`config.mk`:
```
export PLATFORM = sky130hd
export DESIGN_NAME = fetch_unit_flat
export DESIGN_NICKNAME = d
export VERILOG_FILES = /design/src/rtl/fetch_unit_if.sv /design/src/rtl/fetch_unit.sv /design/src/flat_wrapper.sv
export SDC_FILE = /design/constraint.sdc
export NUM_CORES = 1
export LEC_CHECK = 0
export CAP_MARGIN = 25
export CORE_MARGIN = 2
export CORE_UTILIZATION = 30
export CTS_BUF_LIST = sky130_fd_sc_hd__clkbuf_16
export DETAILED_ROUTE_END_ITERATION = 10
export PLACE_DENSITY = 0.7
export SYNTH_ARGS = -nofsm -noshare
export SYNTH_HDL_FRONTEND = slang
export SYNTH_SLANG_ARGS = --single-unit
```
`constraint.sdc`:
```
create_clock -name clk -period 2.4 [get_ports clk]
set_input_delay 0.48 -clock clk [delete_from_list [all_inputs] [get_ports clk]]
set_output_delay 0.48 -clock clk [all_outputs]
set_load 0.03 [all_outputs]
```
`src/rtl/fetch_unit_if.sv`:
```
// fetch_unit_if: instruction-bus and decode-side handshake bundle for fetch_unit.
//   ireq_*     : read request to the instruction bus (fetch drives valid/addr)
//   iresp_*    : in-order read data back from the bus, one per accepted request
//   out_*      : instruction + PC presented to decode under valid/ready
//   redirect_* : path change from later stages
// master = fetch unit side, slave = environment (bus, decode, redirect source).
interface fetch_unit_if;
  logic        ireq_valid;
  logic [63:0] ireq_addr;
  logic        ireq_ready;
  logic        iresp_valid;
  logic [31:0] iresp_data;
  logic        out_valid;
  logic [31:0] out_instr;
  logic [63:0] out_pc;
  logic        out_ready;
  logic        redirect_valid;
  logic [63:0] redirect_pc;

  modport master (
    output ireq_valid, ireq_addr, out_valid, out_instr, out_pc,
    input  ireq_ready, iresp_valid, iresp_data, out_ready,
           redirect_valid, redirect_pc
  );

  modport slave (
    input  ireq_valid, ireq_addr, out_valid, out_instr, out_pc,
    output ireq_ready, iresp_valid, iresp_data, out_ready,
           redirect_valid, redirect_pc
  );
endinterface

```
`src/rtl/fetch_unit.sv`:
```
// fetch_unit: instruction fetch stage feeding the decoder.
// Holds the PC, issues 32-bit reads on the instruction bus, and hands each
// returned word plus its PC to decode under valid/ready. A redirect reloads
// the PC and discards any response still in flight for the old path.
//
// Ports:
//   clk   : clock, all state updates on rising edge
//   rst_n : asynchronous active-low reset
//   fif   : fetch_unit_if.master (ireq_*, iresp_*, out_*, redirect_*)
// Parameter:
//   RESET_PC : PC loaded on reset
//
// Build option:
//   FETCH_PREFETCH_EN : when defined, the output becomes a 2-entry in-order
//   FIFO and requests are issued while (buffered + outstanding + stale) < 2.
//   When undefined, a single request is outstanding at a time and one
//   instruction is held (REQ -> WAIT -> HOLD).
//
// Every output is a register or decoded from registers only; no input
// reaches an output combinationally.
module fetch_unit #(
  parameter logic [63:0] RESET_PC = 64'h0000_0000_8000_0000
) (
  input  logic          clk,
  input  logic          rst_n,
  fetch_unit_if.master  fif
);

  localparam logic [31:0] NOP = 32'h0000_0013;

  // redirect target is word aligned; low two bits are dropped
  logic [63:0] tgt;
  logic        unused_redir_lsb;
  assign tgt              = {fif.redirect_pc[63:2], 2'b00};
  assign unused_redir_lsb = ^fif.redirect_pc[1:0];

  // live is low during reset and for the first cycle after release, so the
  // request line is 0 while rst_n is asserted without a path from rst_n.
  logic live;
  logic acc;

`ifdef FETCH_PREFETCH_EN

  logic [63:0]       pc;      // next address to request
  logic [63:0]       rpc;     // PC of the next non-stale response
  logic [1:0]        cnt;     // buffered entries
  logic [1:0]        osd;     // outstanding live-path requests
  logic [1:0]        stale;   // outstanding responses to drop
  logic [2:0]        stale_n;
  logic [2:0]        occ;
  logic [1:0][31:0]  f_instr;
  logic [1:0][63:0]  f_pc;
  logic              wp, rp;
  logic              take, pop;

  assign occ            = {1'b0, cnt} + {1'b0, osd} + {1'b0, stale};
  assign fif.ireq_valid = live & (occ < 3'd2);
  assign fif.ireq_addr  = pc;
  assign fif.out_valid  = (cnt != 2'd0);
  assign fif.out_instr  = f_instr[rp];
  assign fif.out_pc     = f_pc[rp];

  assign acc  = fif.ireq_valid & fif.ireq_ready;
  // responses return in order, so stale ones always come first
  assign take = fif.iresp_valid & (stale == 2'd0);
  assign pop  = fif.out_valid & fif.out_ready;

  // on redirect everything in flight (including one accepted this cycle)
  // becomes stale, less the response consumed this cycle
  assign stale_n = {1'b0, stale} + {1'b0, osd} + {2'b00, acc}
                 - {2'b00, fif.iresp_valid};

  always_ff @(posedge clk or negedge rst_n) begin
    if (!rst_n) begin
      live    <= 1'b0;
      pc      <= RESET_PC;
      rpc     <= RESET_PC;
      cnt     <= 2'd0;
      osd     <= 2'd0;
      stale   <= 2'd0;
      wp      <= 1'b0;
      rp      <= 1'b0;
      f_instr <= {2{NOP}};
      f_pc    <= '0;
    end else begin
      live <= 1'b1;
      if (fif.redirect_valid) begin
        pc    <= tgt;
        rpc   <= tgt;
        cnt   <= 2'd0;
        osd   <= 2'd0;
        stale <= stale_n[1:0];
        wp    <= 1'b0;
        rp    <= 1'b0;
      end else begin
        if (acc) pc <= pc + 64'd4;
        osd <= osd + {1'b0, acc} - {1'b0, take};
        if (fif.iresp_valid && stale != 2'd0) stale <= stale - 2'd1;
        if (take) begin
          f_instr[wp] <= fif.iresp_data;
          f_pc[wp]    <= rpc;
          rpc         <= rpc + 64'd4;
          wp          <= ~wp;
        end
        if (pop) rp <= ~rp;
        cnt <= cnt + {1'b0, take} - {1'b0, pop};
      end
    end
  end

`else

  typedef enum logic [1:0] {S_REQ, S_WAIT, S_HOLD, S_DRAIN} state_t;

  state_t      state, state_n;
  logic [63:0] pc, pc_n;
  logic [31:0] instr_q;
  logic [63:0] opc_q;
  logic        cap;

  assign fif.ireq_valid = live & (state == S_REQ);
  assign fif.ireq_addr  = pc;
  assign fif.out_valid  = (state == S_HOLD);
  assign fif.out_instr  = instr_q;
  assign fif.out_pc     = opc_q;

  assign acc = fif.ireq_valid & fif.ireq_ready;

  always_comb begin
    state_n = state;
    pc_n    = pc;
    cap     = 1'b0;
    if (fif.redirect_valid) begin
      pc_n = tgt;
      // a request accepted now, or one still awaiting data, leaves a
      // response on the bus that must be dropped before refetching
      case (state)
        S_REQ:   state_n = acc ? S_DRAIN : S_REQ;
        S_WAIT:  state_n = fif.iresp_valid ? S_REQ : S_DRAIN;
        S_DRAIN: state_n = fif.iresp_valid ? S_REQ : S_DRAIN;
        default: state_n = S_REQ;
      endcase
    end else begin
      case (state)
        S_REQ:   if (acc) state_n = S_WAIT;
        S_WAIT:  if (fif.iresp_valid) begin
                   state_n = S_HOLD;
                   cap     = 1'b1;
                   pc_n    = pc + 64'd4;
                 end
        S_HOLD:  if (fif.out_ready) state_n = S_REQ;
        S_DRAIN: if (fif.iresp_valid) state_n = S_REQ;
        default: state_n = S_REQ;
      endcase
    end
  end

  always_ff @(posedge clk or negedge rst_n) begin
    if (!rst_n) begin
      state   <= S_REQ;
      pc      <= RESET_PC;
      live    <= 1'b0;
      instr_q <= NOP;
      opc_q   <= '0;
    end else begin
      state <= state_n;
      pc    <= pc_n;
      live  <= 1'b1;
      if (cap) begin
        instr_q <= fif.iresp_data;
        opc_q   <= pc;
      end
    end
  end

`endif

endmodule

```
`src/flat_wrapper.sv`:
```
// flat-port wrapper written by rule: the top's interface ports become plain ports
module fetch_unit_flat 
#(
  parameter logic [63:0] RESET_PC = 64'h0000_0000_8000_0000
)
  (clk, rst_n, fif_ireq_valid, fif_ireq_addr, fif_out_valid, fif_out_instr, fif_out_pc, fif_ireq_ready, fif_iresp_valid, fif_iresp_data, fif_out_ready, fif_redirect_valid, fif_redirect_pc);
  fetch_unit_if fif_i ();
  input  logic clk;
  input  logic rst_n;
  output wire logic [$bits(fif_i.ireq_valid)-1:0] fif_ireq_valid;
  output wire logic [$bits(fif_i.ireq_addr)-1:0] fif_ireq_addr;
  output wire logic [$bits(fif_i.out_valid)-1:0] fif_out_valid;
  output wire logic [$bits(fif_i.out_instr)-1:0] fif_out_instr;
  output wire logic [$bits(fif_i.out_pc)-1:0] fif_out_pc;
  input wire logic [$bits(fif_i.ireq_ready)-1:0] fif_ireq_ready;
  input wire logic [$bits(fif_i.iresp_valid)-1:0] fif_iresp_valid;
  input wire logic [$bits(fif_i.iresp_data)-1:0] fif_iresp_data;
  input wire logic [$bits(fif_i.out_ready)-1:0] fif_out_ready;
  input wire logic [$bits(fif_i.redirect_valid)-1:0] fif_redirect_valid;
  input wire logic [$bits(fif_i.redirect_pc)-1:0] fif_redirect_pc;
  assign fif_ireq_valid = fif_i.ireq_valid;
  assign fif_ireq_addr = fif_i.ireq_addr;
  assign fif_out_valid = fif_i.out_valid;
  assign fif_out_instr = fif_i.out_instr;
  assign fif_out_pc = fif_i.out_pc;
  assign fif_i.ireq_ready = fif_ireq_ready;
  assign fif_i.iresp_valid = fif_iresp_valid;
  assign fif_i.iresp_data = fif_iresp_data;
  assign fif_i.out_ready = fif_out_ready;
  assign fif_i.redirect_valid = fif_redirect_valid;
  assign fif_i.redirect_pc = fif_redirect_pc;
  fetch_unit #(.RESET_PC(RESET_PC)) u_core (.clk(clk), .rst_n(rst_n), .fif(fif_i));
endmodule
```
==> reports/qor.txt, run 1 <==
Run status: completed
Initial Utilization: 0.306
Met2 usage: 0.312
Reg clk slew, reported paths: 60 ps
GR Util met1: 0.235
Post-synth top area share: 0.522
Final setup viols: 0
Final worst path period need: 2330 ps
Drt first pass iters: 5
Placed instance area: 0.0110 mm²
Post-synth ARST share: 1.00
Startpoint types: flop
Total grt overflow: 0
P&R area growth vs syn: 56.5%
Die area: 0.0261 mm²
Core Util, Final: 0.479
Grt peak-use layer: met2
Vias: 6,554
Slowest stage delay, CP: 560 ps
Die Y: 161 µm
Crit share post-route: 0.969
Fin. Hold Viols: 0
Register area: 0.00401 mm²
Distinct cells, synth: 57
Core Region: 0.0243 mm²
Critical path, cell by cell: nand3_4 -> or4_4 -> or4b_4 -> or3_1 -> a31oi_1
CP max FO: 7
Initial antenna violation count: 0
CTS Buf Count: 17
Worst skew pair latency: 420 ps
Max-cap violations: 0
Chip width: 161 µm
Max_slew headroom: 0.598
Peak VDD IR: 0.531 mV
# H-tree levels: 4
Syn Std Cell Area: 0.00744 mm²
Final instance area: 0.0116 mm²
Slew @ Worst Pin: 597 ps
HP Class: reg2reg
DR WL/cell: 17.9 µm
Via density: 4.92
Post-synth EDFFs: 0
Clk sinks: 159
Worst setup path class: reg2reg
Prevailing post-synth register cell: dfrtp_1
Type of destination of the critical path: flop
DRT antenna net count: 0
Largest net degree at the start of global routing: 56
First-pass GRT wire length: 37.7 mm
Fin Hold WS: 503 ps
Io pins: 264
Drt drc: 0
Syn_area_per_cell: 11.2 µm²
Std-Cell Rows: 57
Drt total wl: 23.9 mm
Leakage: 0.00460 µW
Vias in the first global route: 6,666
Clock Root Buffer: clkbuf_16
Seq cells post-synth: 159
Post-Syn Instances: 665
Pwr dens: 1040 mW/mm²
YS warnings: 0
Final HPWL from detailed placement: 17.9 mm
Nets: 1,100
Fillers: 2,227
Largest area contributor in the netlist: dfrtp_1
Final Slew Violations: 0
Share of cells above drive strength 1: 0.255
Port Buffers: 257
WP data required: 2740 ps
Synth top cells by count: 155 x dfrtp_1, 96 x mux2_2, 69 x nand2_1
Fmax: 0.430 GHz
Global-route usage over all layers: 0.185
ANT cells: 0
1st-iter DRT viols: 297
RSZ-0062 raised after global routing: true
Clock Skew: 10.6 ps
Largest buffer count on any clock path: 2
Ranking of synthesized cells by area: dfrtp_1 52%, mux2_2 15%, nand2_1 3.5%
Crit path arrival time: 2670 ps
Most frequent cell after synthesis: dfrtp_1
Global placement routability congestion: 0.844
Area of the multi-input gates: 0.00329 mm²
CTS tree: done
Sequential area share after synthesis: 0.536
Critical path's slowest cell: or4b_4
M3 GR Usage: 0.0462
-- critical path, delay by kind of cell (launching register included) --
| family | cells | cell delay (ps) |
|---|---|---|
| simple gates | 4 | 1530 |
| flops | 1 | 550 |
| compound gates | 1 | 160 |
-- report_power, final --
| group | switching [µW] | internal, µW |
|---|---|---|
| Clock | 1110 | 1610 |
| Sequential | 503 | 3600 |
| Combinational | 2850 | 2450 |
| Total | 4460 | 7670 |
-- flip-flops by register name (all words and copies together) (netlist names) --
| register | count |
|---|---|
| u_core.fif.ireq_addr | 62 |
| u_core.state | 2 |
| u_core.live | 1 |
| u_core.fif.out_pc | 62 |
| u_core.fif.out_instr | 32 |
-- path summary, 6_finish.rpt --
check	from	end	slack [ps]	cells after the start
worst max register to register	u_core.fif.ireq_addr[31]	u_core.fif.ireq_addr[49]	70	5
min in group asynchronous	rst_n	u_core.fif.out_pc[14]	510	2
max in group asynchronous	rst_n	u_core.fif.ireq_addr[31]	1140	3
worst min-delay path	u_core.fif.out_instr[17]	u_core.fif.out_instr[17]	500	1
worst max-delay path	u_core.fif.ireq_addr[31]	u_core.fif.ireq_addr[49]	70	5
worst min register to register	u_core.fif.out_instr[17]	u_core.fif.out_instr[17]	500	1
-- final cells by class --
cell class | count | share of cell area
Sequential cell | 159 | 0.344
Timing Repair Buffer | 347 | 0.286
Inverter | 10 | 0.00323
Multi-Input combinational cell | 462 | 0.283
Clock buffer | 17 | 0.0366
Clock inverter | 13 | 0.0129
Tap cell | 324 | 0.0348
-- stage by stage --
step           power (µW)  setup TNS [ps]  cells  worst slack, ps
3_5_place_dp         9500           -4470   1299             -347
2_1_floorplan        6960           -74.5    668            -35.5
3_3_place_gp         9400           -3040   1299             -306
6_report            12100               0   1332             73.7
5_1_grt             12700           -5.84   1332            -5.84
4_1_cts             12300               0   1330             82.0
-- layer usage --
metal / vias up / part of all wire
met3: 23 / 0.066
met4: 0 / 0.016
met2: 233 / 0.50
li1: 3068 / -
met1: 3230 / 0.42
met5: - / 0
-- what timing repair did --
action / CTS / global route
hold buffers: 1 / 0
endpoints found under the setup margin: 2 / 5
gates resized for setup: 2 / 1
pin swaps: 0 / 1
endpoints found under the hold margin: 29 / 0
buffers inserted: 0 / 2
-- kinds of logic after synthesis --
group / after synthesis / synth area share
simple gates: 239 / 0.174
flops: 159 / 0.536
mux: 98 / 0.148
compound gates: 81 / 0.0676
buf+inv: 47 / 0.0269
xor+xnor: 38 / 0.0448
other cells: 2 / 0.00101
fa+ha+maj: 1 / 0.00168
-- layout by cell type, fill, tap and decap left out, types with 5 or more instances in the layout --
| master | n |
|---|---|
| or3_1 | 7 |
| nand3_1 | 26 |
| xnor2_1 | 19 |
| nor2b_1 | 8 |
| buf_4 | 84 |
| clkdlybuf4s50_1 | 254 |
| xor2_1 | 19 |
| nand4_1 | 25 |
| or4_1 | 6 |
| inv_1 | 10 |
| nand2_1 | 69 |
| dfrtp_1 | 136 |
| nor2_1 | 19 |
| a31oi_1 | 10 |
| clkbuf_16 | 17 |
| mux2_2 | 96 |
| o21ai_0 | 45 |
| nor3_1 | 20 |
| and3_1 | 5 |
| nor4_1 | 22 |
| buf_12 | 6 |
| conb_1 | 5 |
| dfrtp_2 | 19 |
Note: power is estimated with default switching activity, not from simulation.
==> inputs of run 2 (changes only) <==
--- a/config.mk
+++ b/config.mk
@@ -10,6 +10,7 @@
 export CORE_UTILIZATION = 30
 export CTS_BUF_LIST = sky130_fd_sc_hd__clkbuf_16
 export DETAILED_ROUTE_END_ITERATION = 10
+export GPL_TIMING_DRIVEN = 0
 export PLACE_DENSITY = 0.7
 export SYNTH_ARGS = -nofsm -noshare
 export SYNTH_HDL_FRONTEND = slang
==> run 2 against run 1 <==
Net effect:
- final cell count fell by 0.23%
- global-route usage grew 0.44 points
- critical path depth unchanged
- design area about the same
- setup slack got worse by 56 ps
- hold slack got worse by 490 ps
- non-clock buffer count decreased by 8
- count of clock-buffer cells in the layout did not move
- largest cell class unchanged
==> reports/qor.txt, run 2 (synthesis results as in run 1) <==
WL met3: 1.64 mm (+3.7%)
Core Region: 0.0243 mm² (unchanged)
P&R area growth vs syn: 56.6% (about the same)
Register area: 0.00402 mm² (+0.25%)
DR WL/cell: 19.2 µm (+6.9%)
Final setup viols: 0 (unchanged)
CTS tree: done
Via density: 5.08 (+3.3%)
Max-cap violations: 0 (unchanged)
Startpoint types: flop
Fillers: 2,204 (-1.0%)
Placed insts: 1,250 (-3.8%)
Crit path arrival time: 2730 ps (+60 ps)
Met1 WL: 10.9 mm (+7.6%)
Io pins: 264 (unchanged)
WP data required: 2750 ps (about the same)
Met2 WL post-DR: 12.2 mm (+3.2%)
Final Slew Violations: 0 (unchanged)
Std-Cell Rows: 57 (unchanged)
Fmax: 0.420 GHz (-2.4%)
Initial antenna violation count: 3 (+3)
Worst skew pair latency: 430 ps (about the same)
Clock Root Buffer: clkbuf_16
Final HPWL from detailed placement: 17.9 mm (about the same)
Global-route usage over all layers: 0.190 (+0.00441)
Leading cell type in the layout, fill and taps excluded: clkdlybuf4s50_1
Die area: 0.0261 mm² (unchanged)
Type of destination of the critical path: flop
Drt drc: 0 (unchanged)
Crit share post-route: 0.993 (+0.0235)
Initial Utilization: 0.306 (unchanged)
Port Buffers: 257 (unchanged)
Die Y: 161 µm (unchanged)
Pwr dens: 1050 mW/mm² (+0.68%)
Slew @ Worst Pin: 773 ps (+176 ps)
First-pass GRT wire length: 38.0 mm (+0.59%)
HP Class: in2async
Peak VDD IR: 0.520 mV (-2.0%)
Drt total wl: 25.5 mm (+6.7%)
Clk sinks: 159 (unchanged)
Total power: 12,200 µW (+0.76%)
Final worst path period need: 2380 ps (+56.5 ps)
Global placement routability congestion: 0.875 (+3.7%)
Largest net degree at the start of global routing: 85 (+52%)
Top sig layer: met4
Clock Skew: 8.33 ps (-2.27 ps)
Leakage: 0.00454 µW (-1.3%)
CP max FO: 7 (unchanged)
Most frequent cells in the layout: 255 x clkdlybuf4s50_1, 128 x dfrtp_1, 96 x mux2_2, 69 x nand2_1, 51 x buf_4
RSZ-0062 raised after global routing: true
Worst setup path class: reg2reg
Chip width: 161 µm (unchanged)
Worst R2R Start: u_core.fif.ireq_addr[31]
Vias: 6,753 (+3.0%)
Share of cells above drive strength 1: 0.259 (+0.00426)
Nets: 1,093 (-0.64%)
Cell Count, Final, Fillers Out: 1,329 (-0.23%)
Area of the multi-input gates: 0.00346 mm² (+5.4%)
Total grt overflow: 0 (unchanged)
Start point of the critical path: u_core.fif.ireq_addr[31]
# H-tree levels: 4 (unchanged)
Vias in the first global route: 6,571 (-1.4%)
CTS Buf Count: 17 (unchanged)
Fin. Hold Viols: 0 (unchanged)
Max_slew headroom: 0.485 (-0.113)
Drt first pass iters: 5 (unchanged)
DRT antenna net count: 0 (unchanged)
Reg clk slew, reported paths: 70 ps (about the same)
Largest buffer count on any clock path: 2 (unchanged)
Run status: completed
1st-iter DRT viols: 440 (+48%)
run 2: cell count changes in the layout (fill, tap and decap cells not counted), sizes merged, moves of 2 or more:
cell	delta
buf	-34
clkbuf	+26
clkinvlp	+2
diode	+2
run 2: routing by layer:
layer / global-route usage / vias to the layer above
met3: 0.0467 / 45
li1: - / 3064
met5: 0 / -
met4: 0.0731 / 0
met2: 0.304 / 251
met1: 0.248 / 3393
run 2: worst paths after layout:
path	to	slack, ps	cells past startpoint
min in group clk	u_core.fif.out_pc[63]	500	1
hold / removal	u_core.fif.out_pc[11]	10	1
hold reg to reg	u_core.fif.out_pc[63]	500	1
setup reg to reg	u_core.fif.ireq_addr[59]	20	5
max in group asynchronous	u_core.fif.out_instr[4]	1510	2
setup / recovery	u_core.fif.ireq_addr[59]	20	5
run 2: timing repair:
action,in CTS,in global routing
gates resized for setup,41,15
hold buffers,0,0
pin swaps,8,10
buffers inserted,17,30
gates cloned,0,1
setup endpoints to repair,114,48
run 2: where the power goes:
| part | internal [µW] | total (µW) | switching [µW] |
|---|---|---|---|
| clock | 1630 | 2790 | 1160 |
| sequential | 3600 | 4170 | 565 |
| combinational | 2430 | 5260 | 2830 |
run 2: worst max-delay path, stage by stage (launching register included):
cell	delay (ps)
dfstp_2	560
nand3_4	80
or4_4	550
or4b_4	560
or3_1	360
a31oi_1	180
run 2: stage by stage:
| step | util | cell area, µm² | setup TNS [ps] | hold WS [ps] | setup slack [ps] |
|---|---|---|---|---|---|
| after floorplan | - | 7480 | -74.5 | 184 | -35.5 |
| final | 0.479 | 11600 | 0 | 10.8 | 17.2 |
| after CTS | 0.467 | 11400 | -83.2 | 38.3 | -39.4 |
| after detailed placement | 0.431 | 10500 | -121910 | 495 | -1250 |
| after global placement | 0.430 | 10500 | -1082150 | 489 | -6680 |
| after global routing | 0.479 | 11600 | -113 | 51.8 | -50.1 |
run 2: cell type report:
cell class | count | share of cell area
Sequential cell | 159 | 0.345
Multi-Input combinational cell | 463 | 0.297
Timing Repair Buffer | 305 | 0.254
Clock buffer | 17 | 0.0365
Tap cell | 324 | 0.0348
Clock inverter | 15 | 0.0145
Buffer | 34 | 0.0140
Inverter | 10 | 0.00322
Antenna cell | 2 | 0.000430
